$ cat config.mk
export PLATFORM = sky130hd
export DESIGN_NAME = keccak_rate_tracker
export DESIGN_NICKNAME = d
export VERILOG_FILES = /design/src/rtl/keccak_rate_tracker.sv
export SDC_FILE = /design/constraint.sdc
export NUM_CORES = 1
export LEC_CHECK = 0
export BUFFER_PORTS_ARGS = -buffer_cell sky130_fd_sc_hd__buf_2
export CAP_MARGIN = 0
export CORE_AREA = 2 2 81 64
export CTS_BUF_LIST = sky130_fd_sc_hd__clkbuf_4 sky130_fd_sc_hd__clkbuf_8 sky130_fd_sc_hd__clkbuf_16
export CTS_CLUSTER_DIAMETER = 150
export DETAILED_ROUTE_END_ITERATION = 10
export DIE_AREA = 0 0 83 66
export PLACE_DENSITY = 0.79
export SYNTH_ARGS = -nofsm -noshare
export SYNTH_HDL_FRONTEND = slang
export SYNTH_SLANG_ARGS = --single-unit
$ cat constraint.sdc
create_clock -name clk -period 7.2 [get_ports clk]
set_input_delay 1.44 -clock clk [delete_from_list [all_inputs] [get_ports clk]]
set_output_delay 1.44 -clock clk [all_outputs]
set_load 0.01 [all_outputs]
$ cat src/rtl/keccak_rate_tracker.sv
// Keccak sponge rate tracker: latches mode parameters at message start, tracks the
// absorb offset inside the rate block, sequences permutations and emits padding info.
module keccak_rate_tracker #(
    parameter int DATA_BYTES = 8,
    parameter int CNT_W      = 16,
    localparam int BW        = $clog2(DATA_BYTES + 1)
) (
    input  logic             clk,
    input  logic             rst_n,
    input  logic             start_i,
    input  logic             abort_i,
    input  logic [2:0]       keccak_mode_i,
    input  logic             in_valid_i,
    output logic             in_ready_o,
    input  logic [BW-1:0]    in_bytes_i,
    input  logic             in_last_i,
    output logic [7:0]       byte_offset_o,
    output logic [7:0]       rate_bytes_o,
    output logic [7:0]       suffix_o,
    output logic             perm_req_o,
    input  logic             perm_done_i,
    output logic             pad_valid_o,
    output logic [7:0]       pad_pos_o,
    output logic             pad_merged_o,
    output logic             done_o,
    output logic             mode_err_o,
    output logic [CNT_W-1:0] perm_cnt_o
);

    typedef enum logic [2:0] {
        S_IDLE         = 3'd0,
        S_ABSORB       = 3'd1,
        S_PERM         = 3'd2,
        S_PERM_PRE_PAD = 3'd3,
        S_PAD          = 3'd4,
        S_PERM_FINAL   = 3'd5
    } state_t;

    function automatic logic [7:0] rate_of(input logic [2:0] mode);
        logic [7:0] rate;
        case (mode)
            3'd0:    rate = 8'd144;
            3'd1:    rate = 8'd136;
            3'd2:    rate = 8'd104;
            3'd3:    rate = 8'd72;
            3'd4:    rate = 8'd168;
            3'd5:    rate = 8'd136;
            default: rate = 8'd0;
        endcase
        return rate;
    endfunction

    function automatic logic mode_ok(input logic [2:0] mode);
        return (mode <= 3'd5);
    endfunction

    function automatic logic [7:0] suffix_of(input logic [2:0] mode);
        return (mode >= 3'd4) ? 8'h1F : 8'h06;
    endfunction

    state_t           r_state;
    logic [7:0]       r_offset;
    logic [7:0]       r_rate;
    logic [7:0]       r_suffix;
    logic [CNT_W-1:0] r_cnt;
    logic             r_done;
    logic             r_mode_err;

    logic [8:0]       w_next;
    logic             w_full;
    logic [CNT_W-1:0] w_cnt_inc;

    // Next absorb offset, block-full detect and saturating counter increment.
    always_comb begin
        w_next = {1'b0, r_offset} + {{(9 - BW){1'b0}}, in_bytes_i};
        w_full = (w_next == {1'b0, r_rate});
        if (&r_cnt) begin
            w_cnt_inc = r_cnt;
        end else begin
            w_cnt_inc = r_cnt + {{(CNT_W - 1){1'b0}}, 1'b1};
        end
    end

    // Control FSM; abort wins over everything but leaves latched values untouched.
    always_ff @(posedge clk or negedge rst_n) begin
        if (!rst_n) begin
            r_state    <= S_IDLE;
            r_offset   <= 8'd0;
            r_rate     <= 8'd0;
            r_suffix   <= 8'd0;
            r_cnt      <= {CNT_W{1'b0}};
            r_done     <= 1'b0;
            r_mode_err <= 1'b0;
        end else begin
            r_done     <= 1'b0;
            r_mode_err <= 1'b0;
            if (abort_i) begin
                r_state <= S_IDLE;
            end else begin
                case (r_state)
                    S_IDLE: begin
                        if (start_i) begin
                            if (mode_ok(keccak_mode_i)) begin
                                r_rate   <= rate_of(keccak_mode_i);
                                r_suffix <= suffix_of(keccak_mode_i);
                                r_offset <= 8'd0;
                                r_cnt    <= {CNT_W{1'b0}};
                                r_state  <= S_ABSORB;
                            end else begin
                                r_mode_err <= 1'b1;
                            end
                        end
                    end
                    S_ABSORB: begin
                        if (in_valid_i) begin
                            if (w_full) begin
                                r_offset <= 8'd0;
                                r_state  <= in_last_i ? S_PERM_PRE_PAD : S_PERM;
                            end else begin
                                r_offset <= w_next[7:0];
                                if (in_last_i) begin
                                    r_state <= S_PAD;
                                end
                            end
                        end
                    end
                    S_PERM, S_PERM_PRE_PAD: begin
                        if (perm_done_i) begin
                            r_cnt   <= w_cnt_inc;
                            r_state <= (r_state == S_PERM) ? S_ABSORB : S_PAD;
                        end
                    end
                    S_PAD: begin
                        r_state <= S_PERM_FINAL;
                    end
                    S_PERM_FINAL: begin
                        if (perm_done_i) begin
                            r_cnt   <= w_cnt_inc;
                            r_done  <= 1'b1;
                            r_state <= S_IDLE;
                        end
                    end
                    default: begin
                        r_state <= S_IDLE;
                    end
                endcase
            end
        end
    end

    assign in_ready_o    = (r_state == S_ABSORB);
    assign perm_req_o    = (r_state == S_PERM) || (r_state == S_PERM_PRE_PAD) ||
                           (r_state == S_PERM_FINAL);
    assign pad_valid_o   = (r_state == S_PAD);
    assign pad_pos_o     = (r_state == S_PAD) ? r_offset : 8'd0;
    assign pad_merged_o  = (r_state == S_PAD) && (r_offset == (r_rate - 8'd1));
    assign byte_offset_o = r_offset;
    assign rate_bytes_o  = r_rate;
    assign suffix_o      = r_suffix;
    assign perm_cnt_o    = r_cnt;
    assign done_o        = r_done;
    assign mode_err_o    = r_mode_err;

endmodule

==> impl_metrics.toml, run 1 <==
[power]
intPower_w = 0.000429
power_w = 0.000752
p_leak_nw = 1.35
pwr-share-clk = 0.189
vdd_ir_drop_max_mv = 0.176
power_density_mw_per_mm2 = 270
seqPwrFrac = 0.393
p_sw_frac = 0.430
p_switching_w = 0.000323
p_comb_frac = 0.418

[timing]
max_slew_margin = 0.460
finClkSkew_ps = 4.75
layout_setup_ws_ps = 3640
hold_viol = 0
fin_setup_tns_ps = 0
setup_viol = 0
worst_pin_slew_ps = 807
fmax_ghz = 0.281
period_share = 0.495
rsz0062_at_grt = "no"
slew_viol_final = 0
fin_crit_ps = 3560

[detailed_routing]
drt.antenna.violating_nets = 0
drt-vias-per-instance = 5.61
drtIter0Drc = 234
wl_um = 5480
wl_per_cell_um = 14.3
drtPass1Iterations = 4
vias = 2142
drc = 0

[synthesis]
synth_warnings = 0
synthCells = 266
ys_async_sr_fraction = 1.00
yosysTopAreaCellShare = 0.375
synth-seq-area-share = 0.375
ys_ff_latch = 36
postSynthAreaPerCell_sq_um = 9.03
synth.cell_area_sq_mm = 0.00240
yosys.area.top_type = "dfrtp_1"
synthFlopType = "dfrtp_1"
synth.most_common_cell = "dfrtp_1"
synth_edf_count = 0
ys_types = 58
synthTopCellsByCount = "dfrtp_1, nor2_1, nand2_1, xor2_1, a21oi_1"
synthTopCellsByArea = "dfrtp_1, xor2_1, nor2_1"

[die]
core_area_sq_mm = 0.00471
io_pins = 68
start_util = 0.510
rows = 22
dieArea_sq_mm = 0.00548
die_w_um = 83
die_h_um = 66

[placement]
dp_cells = 374
gp_congestion = 0.897
dp_slack_ps = 3530
hpwl_um = 4080
io_buffers = 61

[global_route]
grt_usage = 0.208
grt_remaining_overflow = 0
grt_pass1_wl_um = 9160
antenna_found_initial = 0
grt_pass1_vias = 1914
grt_start_max_net_pins = 37

[finish]
area_delta_synth_final_pct = 15.7
nNetsFinal = 342
fin_util = 0.590
n_antenna_cell = 0
stdcell_count = 382
drive_gt1_frac = 0.258

[worst_setup_path]
worstSetupPathType = "register to primary output"
worst-endpoint-required_ps = 5760
crit_path_max_fanout = 7
end_kind = "primary output"
start_kind = "register"
cp.arrival_ps = 2120

[job]
drv_cap = 0

[clock_tree]
cts.sinks = 36
cts_buffer_depth = 2
cts_buffers = 5
cts_setup_buffers = 0
ctsHoldBuffers = 0
cts-root-buf = "clkbuf_8"
clkTransAtPathRegs_ps = 70
cts_tree = "done"
clk_latency_ps = 280
cts_resized = 0
cts-htree-levels = 2

[worst_hold_path]
hold_class = "register to register"

[status]
run_status = "finished, final reports clean"
-- critical path: stages (launching register included) --
cell and delay [ps]:
dfrtp_1 500, inv_1 100, ha_1 250, o21ai_0 150, nor2_1 60, a211oi_1 210
a21oi_1 90, nor4b_1 300, buf_2 170
-- power by group through the flow --
stage	Combinational, W	Sequential (W)	Clock, W
after global routing	0.000350	0.000302	0.000156
after floorplan	0.000246	0.000280	0
after detailed placement	0.000312	0.000299	0
after global placement	0.000305	0.000297	0
final	0.000315	0.000295	0.000142
after CTS	0.000314	0.000295	0.000147
-- state kept, by name, indices dropped and copies added (netlist names) --
signal	cells
rate_bytes_o	5
suffix_o	2
done_o	1
r_state	3
byte_offset_o	8
mode_err_o	1
perm_cnt_o	16
-- per-stage QoR --
step / hold slack [ps] / cell area, sq um
final: 499 / 2780
after global placement: 465 / 2690
after CTS: 500 / 2780
after floorplan: 524 / 2420
after global routing: 515 / 2780
after detailed placement: 464 / 2690
-- kinds of logic after synthesis --
| group | Yosys count | share of synthesized area |
|---|---|---|
| fa+ha+maj | 7 | 0.0396 |
| other cells | 1 | 0.00156 |
| buf+inv | 27 | 0.0599 |
| compound gates | 52 | 0.168 |
| xor+xnor | 22 | 0.0833 |
| flops | 36 | 0.375 |
| mux | 5 | 0.0214 |
| simple gates | 116 | 0.252 |
-- path summary, 6_finish.rpt --
path / startpoint / cells past startpoint / slack, ps / to
hold reg to reg: suffix_o[2] / 1 / 500 / suffix_o[2]
setup / recovery: rate_bytes_o[3] / 8 / 3640 / pad_merged_o
hold / removal: suffix_o[2] / 1 / 500 / suffix_o[2]
max in group asynchronous: rst_n / 1 / 5440 / byte_offset_o[2]
setup reg to reg: byte_offset_o[0] / 9 / 4600 / byte_offset_o[5]
min in group asynchronous: rst_n / 1 / 1240 / rate_bytes_o[3]
-- layout make-up --
| cell class | count | area [sq um] |
|---|---|---|
| Fill cell | 442 | 1930 |
| Multi-Input combinational cell | 208 | 1380 |
| Sequential cell | 36 | 901 |
| Timing Repair Buffer | 61 | 305 |
| Tap cell | 60 | 75.1 |
| Clock buffer | 5 | 68.8 |
| Inverter | 9 | 33.8 |
| Clock inverter | 3 | 18.8 |
-- layout by cell type, fill, tap and decap left out, drive strengths merged, types with 2 or more instances in the layout --
master,n
clkbuf,5
a211oi,2
o21ba,2
nand3b,3
o21ai,14
xnor2,8
a21oi,12
clkinv,4
xor2,14
ha,6
nand3,11
buf,61
and4,2
a2111oi,3
a31oi,2
nand2b,6
inv,8
a21o,3
nand2,25
mux2i,4
nand4,6
conb,6
or3,4
nor3b,3
and2,10
nor2b,4
o31ai,4
dfrtp,36
nor3,10
nor2,26
-- per-layer routing --
metal	wire (um)	GRT usage	vias to the layer above
li1	-	-	1039
met1	2810	0.296	1032
met2	2380	0.326	67
met3	269	0.0400	4
met4	23	0.0553	0
met5	0	0	-
No activity file was read; power rests on OpenSTA's default activity.
==> inputs of run 2 (changes only) <==
--- a/config.mk
+++ b/config.mk
@@ -5,14 +5,15 @@
 export SDC_FILE = /design/constraint.sdc
 export NUM_CORES = 1
 export LEC_CHECK = 0
+export ABC_AREA = 1
 export BUFFER_PORTS_ARGS = -buffer_cell sky130_fd_sc_hd__buf_2
 export CAP_MARGIN = 0
-export CORE_AREA = 2 2 81 64
+export CORE_AREA = 2 2 82 65
 export CTS_BUF_LIST = sky130_fd_sc_hd__clkbuf_4 sky130_fd_sc_hd__clkbuf_8 sky130_fd_sc_hd__clkbuf_16
 export CTS_CLUSTER_DIAMETER = 150
 export DETAILED_ROUTE_END_ITERATION = 10
-export DIE_AREA = 0 0 83 66
-export PLACE_DENSITY = 0.79
+export DIE_AREA = 0 0 84 67
+export PLACE_DENSITY = 0.78
 export SYNTH_ARGS = -nofsm -noshare
 export SYNTH_HDL_FRONTEND = slang
 export SYNTH_SLANG_ARGS = --single-unit
==> constraint.sdc (replaced) <==
create_clock -name clk -period 3.4 [get_ports clk]
set_input_delay 0.68 -clock clk [delete_from_list [all_inputs] [get_ports clk]]
set_output_delay 0.68 -clock clk [all_outputs]
set_load 0.01 [all_outputs]
==> impl_metrics.toml, run 2 <==
[status]
run_status = "finished, final reports clean"

[detailed_routing]
wl_um = 6090
drtPass1Iterations = 5
drc = 0
wl_met1_um = 3080
dr.max_layer_used = "met4"
dr_wl_met3_um = 452
vias = 2449
drt-vias-per-instance = 5.29
drtIter0Drc = 183
wl_per_cell_um = 13.1
drt.antenna.violating_nets = 0
wl_met2_um = 2490

[die]
die_w_um = 84
core_area_sq_mm = 0.00476
rows = 22
start_util = 0.517
io_pins = 68
dieArea_sq_mm = 0.00563
die_h_um = 67

[synthesis]
synth-xor-area-share = 0.0391
synthCells = 341
synthFlopType = "dfrtp_1"
yosysTopAreaCellShare = 0.366
synth_top_family_by_area = "simple AND/OR/NAND/NOR gates"
synth_warnings = 0
synth-seq-area-share = 0.366
yosys.area.top_type = "dfrtp_1"
yosys.area_share.adder = 0.0386
synthTopCellsByArea = "dfrtp_1, nand2_1, nand3_1"
synth.cell_area_sq_mm = 0.00246
yosys.area_share.simple = 0.328
ys_async_sr_fraction = 1.00
synth_edf_count = 0
muxShareOfSynthArea = 0
synth_compound_area_frac = 0.114
ys_types = 36
synthTopCellsByCount = "nand2_1, inv_1, nand3_1, dfrtp_1, nor2_1"
ys_ff_latch = 36
postSynthAreaPerCell_sq_um = 7.22
synth.most_common_cell = "nand2_1"

[clock_tree]
cts_setup_buffers = 0
cts_buffer_depth = 2
cts-root-buf = "clkbuf_8"
ctsHoldBuffers = 0
cts_resized = 0
cts_buffers = 5
clkTransAtPathRegs_ps = 80
cts.sinks = 36
clk_latency_ps = 290
cts-htree-levels = 2
cts_tree = "done"

[placement]
dp_slack_ps = 607
hpwl_um = 4720
io_buffers = 61
gp_congestion = 0.952

[worst_setup_path]
end_kind = "primary output"
start_kind = "register"
worstSetupPathType = "register to primary output"
cp.arrival_ps = 2080
worst-endpoint-required_ps = 2720
crit_path_max_fanout = 9

[timing]
hold_viol = 0
slew_viol_final = 0
fmax_ghz = 0.362
period_share = 0.812
max_slew_margin = 0.452
finClkSkew_ps = 10.3
rsz0062_at_grt = "no"
fin_crit_ps = 2760
layout_setup_ws_ps = 641
setup_viol = 0
fin_setup_tns_ps = 0
worst_pin_slew_ps = 821

[finish]
area_delta_synth_final_pct = 16.3
final_cell_mix = "nand2_1, buf_2, inv_1"
drive_gt1_frac = 0.211
largest_reg_flops = 16
nNetsFinal = 423
n_antenna_cell = 0
final_common_cell = "nand2_1"

[global_route]
grt_pass1_vias = 2046
antenna_found_initial = 0
grt_pass1_wl_um = 9940
grt_usage = 0.228
grt_remaining_overflow = 0
grt_start_max_net_pins = 37

[power]
p_leak_nw = 1.47
power_density_mw_per_mm2 = 584
vdd_ir_drop_max_mv = 0.330

[worst_hold_path]
hold_class = "input port to async pin"

[job]
drv_cap = 0
## run 2: stage by stage
stage	hold slack, ps	utilization	instance area [sq um]	total power (W)	cells
after floorplan	384	-	2480	0.00114	346
after global placement	476	0.581	2770	0.00133	455
after detailed placement	469	0.581	2770	0.00135	455
after CTS	501	0.601	2860	0.00167	463
after global routing	542	0.601	2860	0.00180	463
final	483	0.601	2860	0.00167	463
## run 2: path summary, 6_finish.rpt
| kind | start | to | slack (ps) | depth (start not counted) |
|---|---|---|---|---|
| max | r_state[0] | pad_merged_o | 640 | 8 |
| min | rst_n | byte_offset_o[3] | 480 | 1 |
| max reg2reg | byte_offset_o[0] | r_state[2] | 890 | 12 |
| min reg2reg | suffix_o[2] | suffix_o[2] | 500 | 1 |
| max in group asynchronous | rst_n | rate_bytes_o[5] | 2400 | 1 |
| min in group clk | suffix_o[2] | suffix_o[2] | 500 | 1 |
## run 2: critical path, cell delays in order (launching register included)
cell and delay [ps]:
dfrtp_1 430, inv_1 130, nand2_2 80, nor2_1 160, inv_2 130, nor2_1 180, o21ai_0 110, a2111oi_0 360
buf_2 210
## run 2: cell families (layout without fill, tap and decap cells)
kind of cell,after synthesis,after routing
compound gates,49,49
xor+xnor,11,11
fa+ha+maj,7,7
buf+inv,61,118
flops,36,36
other cells,1,6
simple gates,176,176
## run 2: power breakdown
part / internal [W] / switching [W]
sequential: 0.000493 / 0.0000791
clock: 0.000162 / 0.000161
combinational: 0.000258 / 0.000518
## run 2: area by class of cell
type,count,area (sq um)
fillers,454,1900
multi-input cells,249,1300
flip-flops and latches,36,901
well taps,60,75.1
inverters,49,185
clock buffers,6,82.6
clock inverters,2,10.0
repair buffers,61,305
## run 2: metal layers
metal  vias to the layer above  GRT usage
li1                       1231          -
met1                      1110      0.342
met2                       101      0.318
met3                         7     0.0545
met4                         0     0.0726
met5                         -          0
